==> src/rtl/hybridsub8_pipe.sv <==
// 8-bit two-stage pipelined subtractor, D = X - Y - Bin, formed as X + ~Y + ~Bin.
// Carry lookahead covers the low bits in stage 1; the top bits ripple in stage 2.
module hybridsub8_pipe #(
    parameter int unsigned WIDTH   = 8,
    parameter int unsigned LA_BITS = 6
) (
    input  logic             clk,
    input  logic             rst,
    input  logic             in_valid,
    output logic             in_ready,
    input  logic [WIDTH-1:0] Xi,
    input  logic [WIDTH-1:0] Yi,
    input  logic             Bin,
    output logic             out_valid,
    input  logic             out_ready,
    output logic [WIDTH-1:0] Di,
    output logic             Bout,
    output logic             V,
    output logic             Z
);

    // Handshake control
    logic out_free;
    logic in_xfer;
    logic s2_load;

    // Stage 1 combinational terms
    logic [WIDTH-1:0] yn;
    logic [WIDTH-1:0] p;
    logic [WIDTH-1:0] g;
    logic [LA_BITS:0] c;

    // Stage 1 registers
    logic [WIDTH-1:0]       s1_p_q, s1_p_d;
    logic [WIDTH-1:LA_BITS] s1_g_q, s1_g_d;
    logic [LA_BITS:0]       s1_c_q, s1_c_d;
    logic                   s1_valid_q, s1_valid_d;

    // Stage 2 combinational terms
    logic             c7;
    logic             c8;
    logic [WIDTH-1:0] di_calc;

    // Stage 2 (output) registers
    logic [WIDTH-1:0] di_q, di_d;
    logic             bout_q, bout_d;
    logic             v_q, v_d;
    logic             z_q, z_d;
    logic             out_valid_q, out_valid_d;

    assign out_free = ~out_valid_q | out_ready;
    assign in_ready = ~s1_valid_q | out_free;
    assign in_xfer  = in_valid & in_ready;
    assign s2_load  = s1_valid_q & out_free;

    always_comb begin
        yn   = ~Yi;
        p    = Xi ^ yn;
        g    = Xi & yn;
        c    = '0;
        c[0] = ~Bin;
        c[1] = g[0] | (p[0] & c[0]);
        c[2] = g[1] | (p[1] & g[0]) | (p[1] & p[0] & c[0]);
        c[3] = g[2] | (p[2] & g[1]) | (p[2] & p[1] & g[0])
             | (p[2] & p[1] & p[0] & c[0]);
        c[4] = g[3] | (p[3] & g[2]) | (p[3] & p[2] & g[1])
             | (p[3] & p[2] & p[1] & g[0])
             | (p[3] & p[2] & p[1] & p[0] & c[0]);
        c[5] = g[4] | (p[4] & g[3]) | (p[4] & p[3] & g[2])
             | (p[4] & p[3] & p[2] & g[1])
             | (p[4] & p[3] & p[2] & p[1] & g[0])
             | (p[4] & p[3] & p[2] & p[1] & p[0] & c[0]);
        c[6] = g[5] | (p[5] & g[4]) | (p[5] & p[4] & g[3])
             | (p[5] & p[4] & p[3] & g[2])
             | (p[5] & p[4] & p[3] & p[2] & g[1])
             | (p[5] & p[4] & p[3] & p[2] & p[1] & g[0])
             | (p[5] & p[4] & p[3] & p[2] & p[1] & p[0] & c[0]);
    end

    always_comb begin
        s1_p_d     = s1_p_q;
        s1_g_d     = s1_g_q;
        s1_c_d     = s1_c_q;
        s1_valid_d = s1_valid_q;
        if (in_xfer) begin
            s1_p_d     = p;
            s1_g_d     = g[WIDTH-1:LA_BITS];
            s1_c_d     = c;
            s1_valid_d = 1'b1;
        end else if (s2_load) begin
            s1_valid_d = 1'b0;
        end
    end

    // Ripple through the two bits above the lookahead block
    always_comb begin
        c7      = s1_g_q[6] | (s1_p_q[6] & s1_c_q[6]);
        c8      = s1_g_q[7] | (s1_p_q[7] & c7);
        di_calc = s1_p_q ^ {c7, s1_c_q};
    end

    always_comb begin
        di_d        = di_q;
        bout_d      = bout_q;
        v_d         = v_q;
        z_d         = z_q;
        out_valid_d = out_valid_q;
        if (s2_load) begin
            di_d        = di_calc;
            bout_d      = ~c8;
            v_d         = c8 ^ c7;
            z_d         = (di_calc == '0);
            out_valid_d = 1'b1;
        end else if (out_ready) begin
            out_valid_d = 1'b0;
        end
    end

    always_ff @(posedge clk) begin
        if (rst) begin
            s1_p_q      <= '0;
            s1_g_q      <= '0;
            s1_c_q      <= '0;
            s1_valid_q  <= 1'b0;
            di_q        <= '0;
            bout_q      <= 1'b0;
            v_q         <= 1'b0;
            z_q         <= 1'b0;
            out_valid_q <= 1'b0;
        end else begin
            s1_p_q      <= s1_p_d;
            s1_g_q      <= s1_g_d;
            s1_c_q      <= s1_c_d;
            s1_valid_q  <= s1_valid_d;
            di_q        <= di_d;
            bout_q      <= bout_d;
            v_q         <= v_d;
            z_q         <= z_d;
            out_valid_q <= out_valid_d;
        end
    end

    assign out_valid = out_valid_q;
    assign Di        = di_q;
    assign Bout      = bout_q;
    assign V         = v_q;
    assign Z         = z_q;

endmodule

==> config.mk <==
export PLATFORM = sky130hd
export DESIGN_NAME = hybridsub8_pipe
export DESIGN_NICKNAME = d
export VERILOG_FILES = /design/src/rtl/hybridsub8_pipe.sv
export SDC_FILE = /design/constraint.sdc
export NUM_CORES = 1
export LEC_CHECK = 0
export ABC_AREA = 1
export BUFFER_PORTS_ARGS = -buffer_cell sky130_fd_sc_hd__buf_2
export CAP_MARGIN = 25
export CORE_MARGIN = 2
export CORE_UTILIZATION = 52
export DETAILED_ROUTE_END_ITERATION = 7
export MAX_ROUTING_LAYER = met4
export PLACE_DENSITY = 0.86
export SLEW_MARGIN = 20
export SYNTH_ARGS = -nofsm -noshare
export SYNTH_HDL_FRONTEND = slang
export SYNTH_SLANG_ARGS = --single-unit
==> constraint.sdc <==
create_clock -name clk -period 1.7 [get_ports clk]
set_input_delay 0.17 -clock clk [delete_from_list [all_inputs] [get_ports clk]]
set_output_delay 0.17 -clock clk [all_outputs]
set_load 0.005 [all_outputs]
# --- Word level (Yosys, flattened, before mapping) ---
# Index checks and enable logic that the tools add are counted.
op_classes:
  mux: 4
  n_bitwise: 74
  reduce_logical: 3
ops:
  columns: ["op", "n"]
  rows:
  - ["$and A1 B1 Y1", 40]
  - ["$or A1 B1 Y1", 25]
  - ["$xor A8 B8 Y8", 2]
  - ["$and A8 B8 Y8", 1]
  - ["$logic_not A8 Y1", 1]
  - ["$not A8 Y8", 1]
  - ["$mux W1", 4]
  - ["$not A1 Y1", 4]
  - ["$reduce_bool A2 Y1", 2]
  - ["$xor A1 B1 Y1", 1]
word_totals:
  reg_bits: 30
  inputBits: 21
  out_inout_bits: 13
  wordCells: 90

# --- Longest topological paths before layout ---
# Gate-level depths: netlist (run 1).
depth:
  word_depth: 9
  depth_mapped: 8
  ltp_nobuf: 8

# --- Least setup slack after synthesis (run 1) ---
# Ideal clock, no wire load.
synth_timing:
  path_type: "register -> register"
  start: "reg s1_p_q[6]"
  end: "reg z_q (netlist: Z)"
  setup_time_ps: 70
  t_arrival_ps: 1201
  t_required_ps: 1630
  setup_slack_ps: 430
  path_stages_with_launch: 8
  path_buffers: 0
  synth_period_minus_slack_ps: 1270
  cell_sequence: "dfxtp_1 -> ha_1 -> nor2_1 -> inv_1 -> ha_1 -> nor2_1 -> nand3_1 -> a21oi_1"
synth_via:
  elab_chain_len: 4
synth_lines:
  columns: ["item", "line", "source"]
  rows:
  - ["start, declared", "34", "logic [WIDTH-1:0] s1_p_q, s1_p_d;"]
  - ["start signal, assigned", "131", "s1_p_q <= s1_p_d;"]
  - ["$and A1 B1 Y1", "97", "c7 = s1_g_q[6] | (s1_p_q[6] & s1_c_q[6]);"]
  - ["$or A1 B1 Y1", "97", null]
  - ["$xor A8 B8 Y8", "99", "di_calc = s1_p_q ^ {c7, s1_c_q};"]
  - ["net di_calc[7]", "42", "logic [WIDTH-1:0] di_calc;"]
  - ["$logic_not A8 Y1", "112", "z_d = (di_calc == '0);"]
  - ["end signal, assigned", "138", "z_q <= z_d;"]
  - ["end, declared", "48", "logic z_q, z_d;"]
# The timed path passes the listed nets, and every way through them passes these cells.
# A chain may end at the register's enable or synchronous reset.

# --- Worst setup path after layout (run 1) ---
layout_timing:
  start: "reg s1_p_q[6]"
  end: "reg v_q (netlist: V)"
layout_via:
  elab_chain_len: 5
layout_lines:
  columns: ["item", "line", "source"]
  rows:
  - ["$and A1 B1 Y1 *", "97", null]
  - ["$or A1 B1 Y1 *", "97", null]
  - ["$and A1 B1 Y1", "98", "c8 = s1_g_q[7] | (s1_p_q[7] & c7);"]
  - ["$or A1 B1 Y1", "98", null]
  - ["$xor A1 B1 Y1 *", "111", "v_d = c8 ^ c7;"]
  - ["end signal, assigned", "137", "v_q <= v_d;"]
  - ["end, declared", "47", "logic v_q, v_d;"]
# Mark *: on every way between the ends. The rest lies on a longest branch, timed or not.

==> impl_metrics.ini, run 1 <==
[timing]
slew_headroom_pct = 83.9
period_needed_ns = 1.41
timing.final.setup_violations = 0
final_hold_violating_endpoints = 0
setup_total_negative_slack_ns = 0
max_slew.worst_pin.slew_ns = 0.241
fin_hold_ws_ns = 0.0843
grt_setup_unrepaired = false
final_slew_viol_count = 0
fin_crit_sh_pct = 82.9
worst_clock_skew_ns = 0.00883
achievable-frequency_ghz = 0.710

[final_layout]
finalNetCount = 265
syn_to_final_growth_pct = 18.4
layout-drive-gt1-share_pct = 22.1
num_antenna_cells = 0
layout_common_cells = 33 x sky130_fd_sc_hd__buf_2, 31 x sky130_fd_sc_hd__nand2_1, 30 x sky130_fd_sc_hd__dfxtp_1
layout_commonest_cell = sky130_fd_sc_hd__buf_2
layoutNonFillerInstCount = 266

[critical_path]
critPathRequiredTime_ns = 1.91
timing.critical_path.arrival_ns = 1.62
worst_path_dominant_cell_family = adder cells
critical_path_buf_inv_count = 1
series_of_cell_instances_along_the_critical_path = ha_1 > nor2_1 > inv_1 > ha_1 > nor2_1 > xnor2_1 > a21oi_1
critPathMaxStageDelay_ns = 0.33
reg2reg_depth = 7
crit_reg_reg_startpoint = s1_p_q[6]
worstPathMaxFanout = 2
r2r_end = V
regToRegSetupSlack_ns = 0.29
crit_path_end_kind = flip-flop
startpoint_type = flip-flop
cp_slowest_cell = sky130_fd_sc_hd__dfxtp_1
setup.worst_path.class = reg2reg

[min_path]
hold_path_startpoint = rst
holdPathStages = 2
hold_crit_endpoint = Z
worst_hold_path_type = in2reg

[power]
net_switching_power_mw = 0.432
seq_power_share_pct = 43.6
power_frac_clock_pct = 41.2
power_density_nw_per_um2 = 1030
power.static_leakage_nw = 0.902
peak_vdd_ir_uv = 1090
cellInternalPower_mw = 1.37
share_comb_of_total_power_pct = 15.2
sw_frac_of_total_pct = 24.0

[synth]
syn-num-nets = 230
synth_sequential_area_ratio_pct = 40.6
synth_area_per_cell_sq_um = 7.43
synth_xor_area_share_pct = 0.592
synthesis.yosys.warnings = 0
post_synth_and_or_nand_nor_area_fraction_pct = 20.5
synthCells = 199
yosys.area_share.adder_pct = 8.46
netlist_area_sq_um = 1480
synth_seq_cells = 30
synth_top_family_by_area = simple AND/OR/NAND/NOR gates
synth_cell_types = 22
synth_compound_area_share_pct = 18.8
synth.mux.area_fraction_pct = 0

[floorplanning]
i_o_pin_count = 34
core.rowCount = 19
die_w_microns = 57.3
start_util_pct = 54.1
core_area_sq_um = 2730
chipHeight_microns = 57.3
die_area_sq_um = 3290

[clocking]
tritoncts_clock_tree = built
cts.root.buffer_cell = sky130_fd_sc_hd__clkbuf_4
clock_sink_count = 30
cts-htree-levels = 2
insertion_delay_ns = 0.32
ctsLongestPathBuffers = 2
hold_buffers = 0
postCtsSetupBuffers = 0
cts.clk_slew.worst_paths_ns = 0.10
number_of_buffers_inserted_during_clock_tree_synthesis = 5
cts_repair_resize_count = 0

[global_route]
grt_usage_pct = 18.5
grt_pass1_vias = 1188
grt_remaining_overflow = 0
grt_pass1_wl_mm = 4.57
grt_antenna_before_repair = 0
grt_start_max_net_pins = 26

[drt]
vias_per_cell = 4.92
routed_wire_length_per_instance_microns = 10.2
wirelength_mm = 2.70
drt_iter0_drc = 22
num_vias = 1309
drcViolationCount = 0
first_pass_iters = 4
antenna_violating_nets_post_route = 0

[place]
hpwl_mm = 2.03
port_buffers = 33
dp.cells = 258
gpl.final_weighted_congestion = 0.780

[flow_run]
drv_cap = 0

[run_status]
outcome = complete, no violations
-- layer usage --
| metal | part of all wire (%) | up-vias | routed length [microns] | global-route usage [%] |
|---|---|---|---|---|
| li1 | - | 712 | - | - |
| met1 | 48 | 562 | 1310 | 21.3 |
| met2 | 46 | 31 | 1230 | 30.0 |
| met3 | 4.1 | 4 | 110 | 4.08 |
| met4 | 1.8 | 0 | 48 | 9.97 |
| met5 | 0 | - | 0 | - |
-- cells in the mapped netlist (all sizes together) --
cell / n / area (sq um)
a21o: 1 / 7.51
a21oi: 24 / 120
a31oi: 1 / 12.5
buf: 6 / 51.3
dfxtp: 30 / 601
ha: 10 / 125
inv: 30 / 113
nand2: 33 / 134
nand3: 9 / 55.1
nand4: 1 / 6.26
nor2: 26 / 97.6
nor3: 1 / 10.0
o21ai: 26 / 138
xnor2: 1 / 8.76
-- cells by family after synthesis --
kind of cell               Yosys count
AOI/OAI and AO/OA                   52
xor gates and xnor gates             1
adders and majority gates           10
buffers and inverters               36
DFF                                 30
and+or+nand+nor                     70
-- worst max-delay path by stage --
stage,from,to,cells after the start
floorplan,s1_p_q[6],Z,7
global placement,s1_p_q[6],Z,7
detailed placement,s1_p_q[6],V,7
CTS,s1_p_q[6],V,7
global route,s1_p_q[6],V,7
finish,s1_p_q[6],V,7
-- worst register-to-register path: stages (launching register included) --
cell and delay [ns]:
sky130_fd_sc_hd__dfxtp_1 0.33, sky130_fd_sc_hd__ha_1 0.19, sky130_fd_sc_hd__nor2_1 0.17, sky130_fd_sc_hd__inv_1 0.06, sky130_fd_sc_hd__ha_1 0.17, sky130_fd_sc_hd__nor2_1 0.15, sky130_fd_sc_hd__xnor2_1 0.15, sky130_fd_sc_hd__a21oi_1 0.09
-- metrics by stage --
step	total power [mW]	setup slack [ns]	utilization, %	cell area (sq um)
after floorplan	0.997	0.430	-	1480
after global placement	1.07	0.395	60.0	1640
after detailed placement	1.07	0.297	60.0	1640
after CTS	1.81	0.285	64.0	1750
after global routing	1.88	0.175	64.0	1750
final	1.80	0.291	64.0	1750
-- power groups by stage --
stage	logic [mW]	registers, mW	clock network (mW)
2_1_floorplan	0.198	0.799	0
3_3_place_gp	0.267	0.798	0
3_5_place_dp	0.273	0.801	0
4_1_cts	0.276	0.785	0.749
5_1_grt	0.315	0.790	0.774
6_report	0.274	0.785	0.741
-- area by class of cell --
type                    count  area (sq um)
clock inverters             2          60.1
clock buffers               6          51.3
well taps                  31          38.8
flip-flops and latches     30           601
repair buffers             34           173
inverters                  30           113
multi-input cells         133           714
fillers                   251           983
-- sequential cells by signal (all words and copies together) (netlist names) --
signal,cells
Di,8
s1_valid_q,1
Z,1
s1_g_q,2
s1_c_q,7
out_valid,1
Bout,1
s1_p_q,8
V,1
Note: power is estimated with default switching activity, not from simulation.
==> inputs of run 2 (changes only) <==
--- a/config.mk
+++ b/config.mk
@@ -5,14 +5,14 @@
 export SDC_FILE = /design/constraint.sdc
 export NUM_CORES = 1
 export LEC_CHECK = 0
-export ABC_AREA = 1
+export ABC_AREA = 0
 export BUFFER_PORTS_ARGS = -buffer_cell sky130_fd_sc_hd__buf_2
 export CAP_MARGIN = 25
 export CORE_MARGIN = 2
-export CORE_UTILIZATION = 52
+export CORE_UTILIZATION = 47
 export DETAILED_ROUTE_END_ITERATION = 7
 export MAX_ROUTING_LAYER = met4
-export PLACE_DENSITY = 0.86
+export PLACE_DENSITY = 0.83
 export SLEW_MARGIN = 20
 export SYNTH_ARGS = -nofsm -noshare
 export SYNTH_HDL_FRONTEND = slang
==> constraint.sdc (replaced) <==
create_clock -name clk -period 1.2 [get_ports clk]
set_input_delay 0.12 -clock clk [delete_from_list [all_inputs] [get_ports clk]]
set_output_delay 0.12 -clock clk [all_outputs]
set_load 0.005 [all_outputs]
==> run 2 against run 1 <==
Net effect: the flow now finishes with violations (setup timing); clock-buffer cell count is 2 higher; non-clock buffer count is 12 higher; global-route usage is 0.46 points lower; clock power hardly changed; first-iteration DRC count is 14% lower; worst hold slack better by 0.012 ns; critical path depth is 1 lower; register-to-register slack worse by 0.60 ns; utilization is 0.88 points lower; largest power group unchanged; sequential cell count stayed put; largest cell class unchanged; worst setup slack worse by 0.60 ns; synthesized cell count is 19% lower.
==> impl_metrics.ini, run 2 <==
[drt]
first_pass_iters = 4
top_routing_layer_in_use = met4
drt_iter0_drc = 19
detailroute.wirelength.met2_mm = 1.43
routedLengthMet1_mm = 1.27
wirelength_mm = 2.88
drcViolationCount = 0
vias_per_cell = 5.07
met3_length_microns = 132
routed_wire_length_per_instance_microns = 11.9
num_vias = 1232
antenna_violating_nets_post_route = 0

[final_layout]
num_antenna_cells = 0
finalNetCount = 240
layout-drive-gt1-share_pct = 36.2
final-seq-area_sq_um = 604
syn_to_final_growth_pct = 31.0
layout_commonest_cell = sky130_fd_sc_hd__buf_2
fillcell_total = 252
multiInputGateArea_sq_um = 812
layout_common_cells = 32 x sky130_fd_sc_hd__buf_2, 27 x sky130_fd_sc_hd__dfxtp_1, 23 x sky130_fd_sc_hd__nor2_1

[timing]
fin_crit_sh_pct = 126
timing.final.setup_violations = 5
slew_headroom_pct = 81.3
setup_total_negative_slack_ns = -0.846
max_slew.worst_pin.slew_ns = 0.279
worst_clock_skew_ns = 0.0100
period_needed_ns = 1.51
achievable-frequency_ghz = 0.661
final_slew_viol_count = 0
fin_hold_ws_ns = 0.0967
final_hold_violating_endpoints = 0
setup_slack_ns = -0.314
grt_setup_unrepaired = true

[critical_path]
regToRegSetupSlack_ns = -0.31
setup.worst_path.class = reg2reg
critPathRequiredTime_ns = 1.47
timing.critical_path.arrival_ns = 1.79
worst_path_dominant_cell_family = simple AND/OR/NAND/NOR gates
startpoint_type = flip-flop
cp_slowest_cell = sky130_fd_sc_hd__dfxtp_2
critPathMaxStageDelay_ns = 0.33
critical_path_buf_inv_count = 0
worstPathMaxFanout = 2
crit_path_end_kind = flip-flop
series_of_cell_instances_along_the_critical_path = ha_2 > or2_4 > ha_4 > nand4b_1 > nor4_1 > o21ba_2

[synth]
synth_seq_cells = 30
netlist_area_sq_um = 1440
area_leader_netlist = sky130_fd_sc_hd__dfxtp_1
synth_cell_types = 33
post_synth_main_area_contributors = sky130_fd_sc_hd__dfxtp_1 42%, sky130_fd_sc_hd__ha_1 8.7%, sky130_fd_sc_hd__nor2_1 6.3%
yosysMostFrequentCell = sky130_fd_sc_hd__dfxtp_1
synth_common_cells = 30 x sky130_fd_sc_hd__dfxtp_1, 24 x sky130_fd_sc_hd__nor2_1, 21 x sky130_fd_sc_hd__nand2_1
async_reset_ff_share_pct = 0
yosys.area.top_type_share_pct = 41.8
syn-num-nets = 193
synthesis.yosys.warnings = 0
synth_sequential_area_ratio_pct = 41.8
synthCells = 162
number_of_synthesized_flops_with_an_enable_pin = 0
ys.flop_type = sky130_fd_sc_hd__dfxtp_1
synth_area_per_cell_sq_um = 8.86

[global_route]
grt_usage_pct = 18.1
grt_remaining_overflow = 0
grt_pass1_wl_mm = 4.51
grt_antenna_before_repair = 0
grt_start_max_net_pins = 18
grt_pass1_vias = 1073

[floorplanning]
start_util_pct = 48.2
chipHeight_microns = 59.3
core_area_sq_um = 2980
core.rowCount = 20
die_area_sq_um = 3510
die_w_microns = 59.3
i_o_pin_count = 34

[clocking]
cts.root.buffer_cell = sky130_fd_sc_hd__clkbuf_4
clock_sink_count = 30
number_of_buffers_inserted_during_clock_tree_synthesis = 5
ctsLongestPathBuffers = 2
cts.clk_slew.worst_paths_ns = 0.10
cts-htree-levels = 2
insertion_delay_ns = 0.33
tritoncts_clock_tree = built

[place]
hpwl_mm = 1.97
gpl.final_weighted_congestion = 0.806
port_buffers = 33

[power]
power.static_leakage_nw = 0.849
net_switching_power_mw = 0.604
seq_power_share_pct = 48.1
share_comb_of_total_power_pct = 20.0
peak_vdd_ir_uv = 670
power_frac_clock_pct = 32.0
power_density_nw_per_um2 = 1230
sw_frac_of_total_pct = 26.2
cellInternalPower_mw = 1.70

[run_status]
outcome = complete, but fails checks
violations_in_the_final_reports = setup timing

[min_path]
worst_hold_path_type = in2reg

[flow_run]
drv_cap = 0
==> run 2: cell types whose count changed in the layout (fill, tap and decap cells not counted), sizes merged, moves of 8 or more <==
cell,delta
inv,-20
a21oi,-12
nand3,-8
nand2,-11
o21ai,-24
buf,+11
a211oi,+10
==> run 2: tightest hold or removal path: cells and delay by family <==
| family | cells | cell delay, ns |
|---|---|---|
| AND/OR/NAND/NOR | 1 | 0.13 |
| AO/OA/AOI/OAI | 1 | 0.07 |
| buffers and inverters | 1 | 0.07 |
==> run 2: logic make-up after synthesis <==
kind of cell | synth area share [%]
compound gates | 13.5
mux | 2.09
fa+ha+maj | 8.72
flops | 41.8
simple gates | 22.2
buf+inv | 7.32
xor+xnor | 4.27
==> run 2: layout make-up <==
cell class,count,area share (%)
Clock buffer,8,4.19
Multi-Input combinational cell,116,43.2
Sequential cell,30,32.1
Tap cell,33,2.20
Timing Repair Buffer,46,16.2
Inverter,10,2.13
==> run 2: final timing paths <==
| kind | from | depth (start not counted) | end |
|---|---|---|---|
| setup / recovery | s1_p_q[6] | 6 | Z |
| setup reg to reg | s1_p_q[6] | 6 | Z |
| hold reg to reg | s1_p_q[6] | 2 | s1_p_q[6] |
| hold / removal | out_ready | 3 | out_valid |
==> run 2: timing repair <==
| action | in CTS | in global routing |
|---|---|---|
| resized for setup | 0 | 9 |
| cloned | 1 | 1 |
| pin swaps | 1 | 11 |
| setup endpoints to repair | 5 | 18 |
| buffers inserted | 0 | 2 |
| hold buffers | 1 | 0 |
| hold endpoints to repair | 1 | 0 |
==> run 2: routing by layer <==
metal,global-route usage [%],vias to the layer above
li1,-,641
met1,19.0,555
met2,30.3,30
met3,6.11,6
met4,8.44,0
met5,-,-
==> run 2: per-stage QoR <==
| step | utilization [%] | instance area, sq um | setup WS [ns] | cells | power [mW] |
|---|---|---|---|---|---|
| floorplan | - | 1480 | -0.230 | 162 | 1.41 |
| global placement | 58.0 | 1730 | -0.260 | 231 | 1.55 |
| detailed placement | 58.0 | 1730 | -0.291 | 231 | 1.56 |
| CTS | 61.2 | 1820 | -0.313 | 241 | 2.29 |
| global route | 63.2 | 1880 | -0.345 | 243 | 2.43 |
| finish | 63.2 | 1880 | -0.314 | 243 | 2.31 |
==> run 2: power groups by stage <==
stage | clock, mW | sequential, mW | combinational, mW
after CTS | 0.751 | 1.11 | 0.435
final | 0.738 | 1.11 | 0.461
after global routing | 0.799 | 1.12 | 0.510
after floorplan | 0 | 1.13 | 0.282
after global placement | 0 | 1.13 | 0.419
after detailed placement | 0 | 1.13 | 0.425
==> inputs of run 3 (changes only) <==
--- a/config.mk
+++ b/config.mk
@@ -9,11 +9,11 @@
 export BUFFER_PORTS_ARGS = -buffer_cell sky130_fd_sc_hd__buf_2
 export CAP_MARGIN = 25
 export CORE_MARGIN = 2
-export CORE_UTILIZATION = 47
+export CORE_UTILIZATION = 55
 export DETAILED_ROUTE_END_ITERATION = 7
 export MAX_ROUTING_LAYER = met4
-export PLACE_DENSITY = 0.83
-export SLEW_MARGIN = 20
+export PLACE_DENSITY = 0.91
+export SLEW_MARGIN = 5
 export SYNTH_ARGS = -nofsm -noshare
 export SYNTH_HDL_FRONTEND = slang
 export SYNTH_SLANG_ARGS = --single-unit
==> constraint.sdc (replaced) <==
create_clock -name clk -period 2 [get_ports clk]
set_input_delay 0.2 -clock clk [delete_from_list [all_inputs] [get_ports clk]]
set_output_delay 0.2 -clock clk [all_outputs]
set_load 0.005 [all_outputs]
==> run 3 against run 2 <==
Net effect: the flow now finishes without violations; sequential cell count unchanged; die area decreased by 14%; worst hold slack got worse by 0.022 ns; combinational power decreased by 52%; wire length decreased by 9.1%; clock-buffer cell count decreased by 2; maximum frequency decreased by 11%; first-iteration DRC count decreased by 53%; critical path type unchanged; highest routed layer unchanged.
==> impl_metrics.ini, run 3 (synthesized netlist as in run 2, its figures left out) <==
[floorplanning]
core_area_sq_um = 2480
chipHeight_microns = 55.1
i_o_pin_count = 34
core.rowCount = 18
start_util_pct = 57.9
die_w_microns = 55.1
die_area_sq_um = 3030

[global_route]
grt_start_max_net_pins = 31
grt_pass1_wl_mm = 4.14
grt_antenna_before_repair = 0
grt_remaining_overflow = 0
grt_usage_pct = 20.0
grt_pass1_vias = 1033

[place]
hpwl_mm = 2.04
dp.cells = 217
placement.setup.worst_slack_ns = 0.297
gpl.final_weighted_congestion = 0.778
postPlaceCellArea_sq_um = 1570
port_buffers = 33

[clocking]
cts.clk_slew.worst_paths_ns = 0.08
number_of_buffers_inserted_during_clock_tree_synthesis = 5
ctsLongestPathBuffers = 2
cts-htree-levels = 2
cts_repair_resize_count = 0
postCtsSetupBuffers = 0
cts.root.buffer_cell = sky130_fd_sc_hd__clkbuf_4
tritoncts_clock_tree = built
clock_sink_count = 30
hold_buffers = 0
insertion_delay_ns = 0.31

[critical_path]
worstPathMaxFanout = 2
timing.critical_path.arrival_ns = 1.97
crit_reg_reg_startpoint = s1_p_q[6]
regToRegSetupSlack_ns = 0.30
setup.worst_path.class = reg2reg
startpoint_type = flip-flop
crit_path_end_kind = flip-flop
r2r_end = Z
critPathRequiredTime_ns = 2.26
reg2reg_depth = 6

[drt]
antenna_violating_nets_post_route = 0
drt_iter0_drc = 9
drcViolationCount = 0
vias_per_cell = 5.17
first_pass_iters = 4
routed_wire_length_per_instance_microns = 11.7
num_vias = 1154
wirelength_mm = 2.62

[final_layout]
final_util_pct = 65.6
layout_common_cells = 33 x sky130_fd_sc_hd__buf_2, 30 x sky130_fd_sc_hd__dfxtp_1, 24 x sky130_fd_sc_hd__nor2_1
multiInputGateArea_sq_um = 729
fillcell_total = 232
syn_to_final_growth_pct = 13.2
num_antenna_cells = 0
layout_commonest_cell = sky130_fd_sc_hd__buf_2
final-seq-area_sq_um = 601
finalNetCount = 225
layoutNonFillerInstCount = 223
layout-drive-gt1-share_pct = 26.4
fin_area_sq_um = 1620

[timing]
final_hold_violating_endpoints = 0
grt_setup_unrepaired = false
max_slew.worst_pin.slew_ns = 0.560
fin_hold_ws_ns = 0.0751
final_slew_viol_count = 0
setup_total_negative_slack_ns = 0
setup_slack_ns = 0.296
achievable-frequency_ghz = 0.587
fin_crit_sh_pct = 85.2
slew_headroom_pct = 62.7
worst_clock_skew_ns = 0.00722
timing.final.setup_violations = 0
period_needed_ns = 1.70

[min_path]
hold_crit_endpoint = s1_c_q[0]
hold_path_startpoint = Bin
worst_hold_path_type = in2reg
holdPathStages = 2

[power]
design_power_mw = 1.22
peak_vdd_ir_uv = 619
power.static_leakage_nw = 0.748
power_density_nw_per_um2 = 749

[flow_run]
drv_cap = 0

[run_status]
outcome = complete, no violations
[run 3: power breakdown]
group          internal, mW  leakage [nW]  switching (mW)
combinational         0.101         0.471           0.119
clock                 0.158        0.0302           0.175
sequential            0.639         0.247          0.0247
total                 0.898         0.748           0.319
[run 3: how the worst max path moves through the flow]
| stage | from | end | slack, ns | cells after the start |
|---|---|---|---|---|
| finish | s1_p_q[6] | Z | 0.30 | 6 |
| global placement | s1_p_q[6] | Z | 0.35 | 6 |
| CTS | s1_p_q[6] | Z | 0.28 | 6 |
| detailed placement | s1_p_q[6] | Z | 0.30 | 6 |
| global route | s1_p_q[6] | Z | 0.18 | 6 |
| floorplan | s1_p_q[6] | Z | 0.39 | 6 |
[run 3: worst max-delay path: stages (launching register included)]
cell and delay, ns:
sky130_fd_sc_hd__dfxtp_1 0.32, sky130_fd_sc_hd__ha_1 0.18, sky130_fd_sc_hd__or2_2 0.29, sky130_fd_sc_hd__ha_1 0.29, sky130_fd_sc_hd__nand4b_1 0.18, sky130_fd_sc_hd__nor4_1 0.24
sky130_fd_sc_hd__o21ba_2 0.15
[run 3: per-layer routing]
layer	track usage (%)	up-vias	part of all wire, %
li1	-	604	-
met3	7.26	2	6.3
met4	5.28	0	0.69
met1	20.1	516	44
met5	-	-	0
met2	36.5	32	49
[run 3: layout make-up]
type	count	share of cell area (%)
sequential	30	37.0
inverter	10	2.47
clock buffer	6	3.16
tap	30	2.31
multi-input combinational	114	44.9
timing repair buffer	33	10.2
